File: src/rtl/multicycle_cpu_if.sv
// Instruction-memory bus of multicycle_cpu: req/ack fetch handshake.
// master = core side, slave = memory side.
interface multicycle_cpu_if #(
  parameter int PC_W = 8
);
  logic            imem_req;
  logic [PC_W-1:0] imem_addr;
  logic [15:0]     imem_rdata;
  logic            imem_ack;

  modport master (output imem_req, imem_addr, input imem_rdata, imem_ack);
  modport slave  (input imem_req, imem_addr, output imem_rdata, imem_ack);
endinterface

File: src/rtl/multicycle_cpu.sv
// multicycle_cpu: 16-bit-instruction multi-cycle core.
// FETCH -> DECODE -> EXEC -> WB per instruction, HALT is terminal until reset.
// Optional feature: define MULTICYCLE_CPU_R0_ZERO_EN to hard-wire r0 to zero
// (writes to r0 still pulse wb_valid but are not stored).
module multicycle_cpu #(
  parameter int DW     = 16,
  parameter int PC_W   = 8,
  parameter int RST_PC = 0
) (
  input  logic             clk,
  input  logic             rst,
  multicycle_cpu_if.master imem,
  output logic             wb_valid,
  output logic [2:0]       wb_addr,
  output logic [DW-1:0]    wb_data,
  output logic [PC_W-1:0]  pc_out,
  output logic             halted
);

  localparam int SH_W = $clog2(DW);

  typedef enum logic [2:0] {S_FETCH, S_DECODE, S_EXEC, S_WB, S_HALT} state_e;

  localparam logic [3:0] OP_ADD  = 4'h1;
  localparam logic [3:0] OP_SUB  = 4'h2;
  localparam logic [3:0] OP_AND  = 4'h3;
  localparam logic [3:0] OP_OR   = 4'h4;
  localparam logic [3:0] OP_XOR  = 4'h5;
  localparam logic [3:0] OP_SHL  = 4'h6;
  localparam logic [3:0] OP_SHR  = 4'h7;
  localparam logic [3:0] OP_LDI  = 4'h8;
  localparam logic [3:0] OP_BEQZ = 4'h9;
  localparam logic [3:0] OP_JMP  = 4'hA;
  localparam logic [3:0] OP_HALT = 4'hF;

  state_e          r_state, w_next;
  logic            r_started;
  logic [PC_W-1:0] r_pc, w_pc_next, w_imm_pc;
  logic [15:0]     r_ir;
  logic [DW-1:0]   r_regs [8];
  logic [DW-1:0]   r_a, r_b, r_result, w_alu, w_imm_dw, w_rf_a, w_rf_b;
  logic            r_take;
  logic            w_req, w_wr_en, w_reg_we;
  logic [3:0]      w_op;
  logic [2:0]      w_rd, w_rs1, w_rs2, w_ra_sel;
  logic [11:0]     w_imm12;
  logic            w_unused_imm;

  assign w_op     = r_ir[15:12];
  assign w_rd     = r_ir[11:9];
  assign w_rs1    = r_ir[8:6];
  assign w_rs2    = r_ir[5:3];
  assign w_imm12  = r_ir[11:0];
  assign w_imm_dw = {{(DW-9){r_ir[8]}}, r_ir[8:0]};
  assign w_imm_pc = PC_W'({{3{r_ir[8]}}, r_ir[8:0]});
  assign w_unused_imm = ^w_imm12;

  // BEQZ tests rd, so the A read port switches to rd for that opcode.
  assign w_ra_sel = (w_op == OP_BEQZ) ? w_rd : w_rs1;
  // Opcodes 1..8 are exactly the register-writing ones.
  assign w_wr_en  = (w_op >= OP_ADD) && (w_op <= OP_LDI);

`ifdef MULTICYCLE_CPU_R0_ZERO_EN
  assign w_rf_a   = (w_ra_sel == 3'd0) ? '0 : r_regs[w_ra_sel];
  assign w_rf_b   = (w_rs2 == 3'd0) ? '0 : r_regs[w_rs2];
  assign w_reg_we = w_wr_en && (w_rd != 3'd0);
`else
  assign w_rf_a   = r_regs[w_ra_sel];
  assign w_rf_b   = r_regs[w_rs2];
  assign w_reg_we = w_wr_en;
`endif

  // State register.
  always_ff @(posedge clk or posedge rst) begin
    // NOTE: sequential state uses non-blocking assignments so every flop
    // samples pre-edge values regardless of statement order.
    if (rst) r_state <= S_FETCH;
    else     r_state <= w_next;
  end

  // Next-state and fetch request; the first request waits one cycle after reset.
  always_comb begin
    // NOTE: every output of this block gets a default first, so no path
    // leaves a signal unassigned and no latch is inferred.
    w_next = r_state;
    w_req  = 1'b0;
    case (r_state)
      S_FETCH: begin
        w_req = r_started;
        if (w_req && imem.imem_ack) w_next = S_DECODE;
      end
      S_DECODE: w_next = S_EXEC;
      S_EXEC:   w_next = (w_op == OP_HALT) ? S_HALT : S_WB;
      S_WB:     w_next = S_FETCH;
      S_HALT:   w_next = S_HALT;
      default:  w_next = S_FETCH;
    endcase
  end

  // ALU; shift amounts use only the low log2(DW) bits of B.
  always_comb begin
    w_alu = '0;
    case (w_op)
      OP_ADD:  w_alu = r_a + r_b;
      OP_SUB:  w_alu = r_a - r_b;
      OP_AND:  w_alu = r_a & r_b;
      OP_OR:   w_alu = r_a | r_b;
      OP_XOR:  w_alu = r_a ^ r_b;
      OP_SHL:  w_alu = r_a << r_b[SH_W-1:0];
      OP_SHR:  w_alu = r_a >> r_b[SH_W-1:0];
      OP_LDI:  w_alu = w_imm_dw;
      default: w_alu = '0;
    endcase
  end

  // Next PC, wrapping modulo 2^PC_W.
  always_comb begin
    w_pc_next = r_pc + PC_W'(1);
    if (w_op == OP_BEQZ && r_take) w_pc_next = r_pc + w_imm_pc;
    else if (w_op == OP_JMP)       w_pc_next = w_imm12[PC_W-1:0];
  end

  // Datapath registers: instruction, operands, result, register file, PC.
  always_ff @(posedge clk or posedge rst) begin
    if (rst) begin
      r_started <= 1'b0;
      r_pc      <= PC_W'(RST_PC);
      r_ir      <= '0;
      r_a       <= '0;
      r_b       <= '0;
      r_result  <= '0;
      r_take    <= 1'b0;
      // NOTE: the 8-entry register file must read as zero after reset, so it
      // is built from resettable flops rather than an inferred RAM.
      for (int i = 0; i < 8; i++) r_regs[i] <= '0;
    end else begin
      r_started <= 1'b1;
      case (r_state)
        S_FETCH:  if (w_req && imem.imem_ack) r_ir <= imem.imem_rdata;
        S_DECODE: begin
          r_a <= w_rf_a;
          r_b <= w_rf_b;
        end
        S_EXEC: begin
          r_result <= w_alu;
          r_take   <= (r_a == '0);
        end
        S_WB: begin
          if (w_reg_we) r_regs[w_rd] <= r_result;
          r_pc <= w_pc_next;
        end
        default: ;
      endcase
    end
  end

  assign imem.imem_req  = w_req;
  assign imem.imem_addr = r_pc;
  assign wb_valid       = (r_state == S_WB) && w_wr_en;
  assign wb_addr        = w_rd;
  assign wb_data        = r_result;
  assign pc_out         = r_pc;
  assign halted         = (r_state == S_HALT);

endmodule
File: src/flat_wrapper.sv
// flat-port wrapper written by rule: the top's interface ports become plain ports
module multicycle_cpu_flat 
#(
  parameter int DW     = 16,
  parameter int PC_W   = 8,
  parameter int RST_PC = 0
)
  (clk, rst, wb_valid, wb_addr, wb_data, pc_out, halted, imem_imem_req, imem_imem_addr, imem_imem_rdata, imem_imem_ack);
  multicycle_cpu_if #(.PC_W(PC_W)) imem_i ();
  input  logic clk;
  input  logic rst;
  output logic wb_valid;
  output logic [2:0] wb_addr;
  output logic [DW-1:0] wb_data;
  output logic [PC_W-1:0] pc_out;
  output logic halted;
  output wire logic [$bits(imem_i.imem_req)-1:0] imem_imem_req;
  output wire logic [$bits(imem_i.imem_addr)-1:0] imem_imem_addr;
  input wire logic [$bits(imem_i.imem_rdata)-1:0] imem_imem_rdata;
  input wire logic [$bits(imem_i.imem_ack)-1:0] imem_imem_ack;
  assign imem_imem_req = imem_i.imem_req;
  assign imem_imem_addr = imem_i.imem_addr;
  assign imem_i.imem_rdata = imem_imem_rdata;
  assign imem_i.imem_ack = imem_imem_ack;
  multicycle_cpu #(.DW(DW), .PC_W(PC_W), .RST_PC(RST_PC)) u_core (.clk(clk), .rst(rst), .imem(imem_i), .wb_valid(wb_valid), .wb_addr(wb_addr), .wb_data(wb_data), .pc_out(pc_out), .halted(halted));
endmodule
File: config.mk
export PLATFORM = sky130hd
export DESIGN_NAME = multicycle_cpu_flat
export DESIGN_NICKNAME = d
export VERILOG_FILES = /design/src/rtl/multicycle_cpu_if.sv /design/src/rtl/multicycle_cpu.sv /design/src/flat_wrapper.sv
export SDC_FILE = /design/constraint.sdc
export NUM_CORES = 1
export LEC_CHECK = 0
export ABC_CLOCK_PERIOD_IN_PS = 10500
export CORE_MARGIN = 3
export CORE_UTILIZATION = 45
export DETAILED_ROUTE_END_ITERATION = 12
export GPL_TIMING_DRIVEN = 0
export PLACE_DENSITY_LB_ADDON = 0.25
export SYNTH_ARGS = -nofsm -noshare
export SYNTH_HDL_FRONTEND = slang
export SYNTH_SLANG_ARGS = --single-unit
File: constraint.sdc
create_clock -name clk -period 10.5 [get_ports clk]
set_input_delay 1.05 -clock clk [delete_from_list [all_inputs] [get_ports clk]]
set_output_delay 1.05 -clock clk [all_outputs]
set_load 0.05 [all_outputs]
==> results.sh <==
export IMPL_min_path_type="reg2reg"
export IMPL_cts_resized=0
export IMPL_p_leak_nw=6.66
export IMPL_wl_per_cell_um=25.2
export IMPL_ys_seq_elements=205
export IMPL_clock_root_buffer="clkbuf_16"
export IMPL_finClkSkew_ns=0.0295
export IMPL_tns_ns=0
export IMPL_synth_edf_count=0
export IMPL_synth_main_ff_cell="dfrtp_1"
export IMPL_crit_end="u_core.wb_data[13]"
export IMPL_fin_nets=1541
export IMPL_rsz0062_at_grt="no"
export IMPL_ant_nets=0
export IMPL_n_antenna_cell=0
export IMPL_cts_made_buffers=24
export IMPL_cp_required_ns=10.94
export IMPL_crit_path_end_kind="register"
export IMPL_cts_htree_levels=1
export IMPL_syn_nets=1458
export IMPL_fillers=2704
export IMPL_setup_violations_final=0
export IMPL_final_cell_area_mm2=0.0155
export IMPL_ys_top_cells_by_area="dfrtp_1 (38%), mux2_2 (12%), mux4_2 (6.6%)"
export IMPL_dr_first_iter_drc_count=1354
export IMPL_worst_path_stages=14
export IMPL_worstPathMaxFanout=10
export IMPL_avgSynthCellArea_um2=9.88
export IMPL_r2r_start="u_core.r_ir[15]"
export IMPL_crit_family="simple AND/OR/NAND/NOR gates"
export IMPL_viasPerCell=6.22
export IMPL_fmax_mhz=238
export IMPL_final_hold_violation_count=0
export IMPL_routed_wirelength_mm=47.0
export IMPL_criticalPathCategory="reg2reg"
export IMPL_clockBufferDepth=3
export IMPL_powerDensity_mw_per_mm2=377
export IMPL_fin_crit_sh=0.400
export IMPL_r2r_cells=14
export IMPL_grt_pass1_wl_mm=71.5
export IMPL_die_w_um=180
export IMPL_synth_most_common_cell="dfrtp_1"
export IMPL_ir_drop_v=0.000191
export IMPL_syn_area_mm2=0.0136
export IMPL_max_slew_margin=0.187
export IMPL_cts_sinks=205
export IMPL_grt_pass1_vias=11300
export IMPL_postLayoutSetupSlackWorst_ns=6.30
export IMPL_syn_inst=1380
export IMPL_startpoint="u_core.r_ir[15]"
export IMPL_status="finished, final reports clean"
export IMPL_gp_congestion=1.03
export IMPL_die_h_um=180
export IMPL_drt_pass1_iterations=6
export IMPL_yosysTopAreaCell="dfrtp_1"
export IMPL_fin_util=0.521
export IMPL_yosys_warnings=0
export IMPL_drc=0
export IMPL_critPathLaunchType="register"
export IMPL_initial_core_util=0.459
export IMPL_num_vias=11600
export IMPL_yosys_cell_types_count=77
export IMPL_ys_seq_area_frac=0.376
export IMPL_worst_path_max_delay_cell="nor3_1"
export IMPL_overflow=0
export IMPL_postCtsSetupRepairBufs=0
export IMPL_synthArstFlopShare=1.00
export IMPL_tightest_slew_ns=1.21
export IMPL_place_area_mm2=0.0147
export IMPL_dieArea_mm2=0.0324
export IMPL_netlist_area_leader_share=0.376
export IMPL_dp_worst_setup_slack_ns=6.47
export IMPL_grt_max_degree=124
export IMPL_path_buf_inv=2
export IMPL_clk_latency_ns=0.56
export IMPL_drive_above_1_share=0.204
export IMPL_cp_arrival_ns=4.64
export IMPL_coreArea_mm2=0.0297
export IMPL_synthTopCellsByCount="dfrtp_1 (205), nand2_1 (196), mux2_2 (150), o21ai_0 (93), nor2_1 (80)"
export IMPL_clk_pin_slew_ns=0.06
export IMPL_drv_cap=0
export IMPL_drv_slew=0
export IMPL_dp_hpwl_mm=35.4
export IMPL_num_rows=63
export IMPL_antenna_found_initial=0
export IMPL_fin_crit_ns=4.20
export IMPL_ios=57
export IMPL_fin_hold_ws_ns=0.528
export IMPL_cts_tree="done"
export IMPL_holdBufCountCts=0
export IMPL_r2r_end="u_core.wb_data[13]"
export IMPL_cp_cell_sequence="buf_2 -> clkbuf_1 -> nor3_1 -> nor2_1 -> xnor2_1 -> ha_1 -> o21a_1 -> o31a_1 -> o31ai_4 -> a21oi_2 -> nand2_1 -> a21oi_1 -> mux2_2 -> a41oi_1"
export IMPL_track_usage=0.283
export IMPL_io_buffer_count=56
export IMPL_areaGrowthSynthToFinish_pct=13.6
export IMPL_regToRegSetupSlack_ns=6.30
export IMPL_critPathMaxStageDelay_ns=0.97
-- worst min-delay path by stage --
| stage | from | endpoint | slack (ns) | cells past startpoint |
|---|---|---|---|---|
| floorplan | u_core.r_take | u_core.r_take | 0.46 | 2 |
| global placement | u_core.r_regs[118] | u_core.r_regs[118] | 0.51 | 1 |
| detailed placement | u_core.r_regs[87] | u_core.r_regs[87] | 0.52 | 1 |
| CTS | u_core.r_regs[87] | u_core.r_regs[87] | 0.53 | 1 |
| global route | u_core.r_regs[117] | u_core.r_regs[117] | 0.54 | 1 |
| finish | u_core.r_regs[82] | u_core.r_regs[82] | 0.53 | 1 |
-- report_power, final --
group / internal [mW] / leakage (nW) / switching, mW
combinational: 1.38 / 3.53 / 2.19
clock: 0.468 / 0.380 / 0.356
sequential: 1.06 / 2.74 / 0.380
-- sequential cells by signal, indices dropped and copies added, names as in the netlist --
signal and count:
u_core.r_regs 128, u_core.r_a 16, u_core.r_b 16, u_core.r_ir 16
u_core.wb_data 16, u_core.imem.imem_addr 8, u_core.r_state 3, u_core.r_started 1
u_core.r_take 1
-- kinds of logic after synthesis --
group | synth area share
XOR/XNOR | 0.0225
adder cells (fa/ha/maj) | 0.0553
buffers and inverters | 0.0468
flip-flops | 0.376
other | 0.000275
AO/OA/AOI/OAI | 0.133
multiplexers | 0.226
AND/OR/NAND/NOR | 0.140
-- layer usage --
metal  share of wire  global-route usage
met4           0.043               0.104
met5               0                   0
met1            0.44               0.412
met3           0.074              0.0371
met2            0.44               0.435
-- through the flow --
stage / cells / total power, mW
final: 1869 / 5.84
after global routing: 1869 / 6.17
after CTS: 1869 / 5.76
after detailed placement: 1827 / 4.92
after global placement: 1826 / 4.90
after floorplan: 1380 / 3.82
-- cell type report --
type	instances	area (um^2)	share of cell area
plain buffers	97	473	0.0305
clock buffers	31	657	0.0424
clock inverters	11	111	0.00719
inverters	44	173	0.0112
multi-input cells	1034	7860	0.508
flip-flops and latches	205	5130	0.331
well taps	390	488	0.0315
repair buffers	57	588	0.0380
-- cells in the final DEF (no fill, tap or decap), drive strengths merged, types with 4 or more instances in the layout --
cell type,instances
nand3b,4
o22ai,5
dfrtp,205
o31ai,4
nand2,197
mux4,40
nand2b,15
a221oi,4
nor2b,10
mux2i,48
buf,62
nand3,48
clkinv,10
o21ai,97
nor4,8
nor3,15
a211oi,12
o211ai,5
ha,57
a31oi,13
a2111oi,5
and3,5
nor2,85
a22oi,14
xnor2,27
xor2,8
o221ai,9
or3,4
nand4,19
a21oi,55
clkdlybuf4s50,56
mux2,150
a21o,7
o21a,4
a32oi,18
inv,43
clkbuf,67
Power figures use the tool's default switching activity.
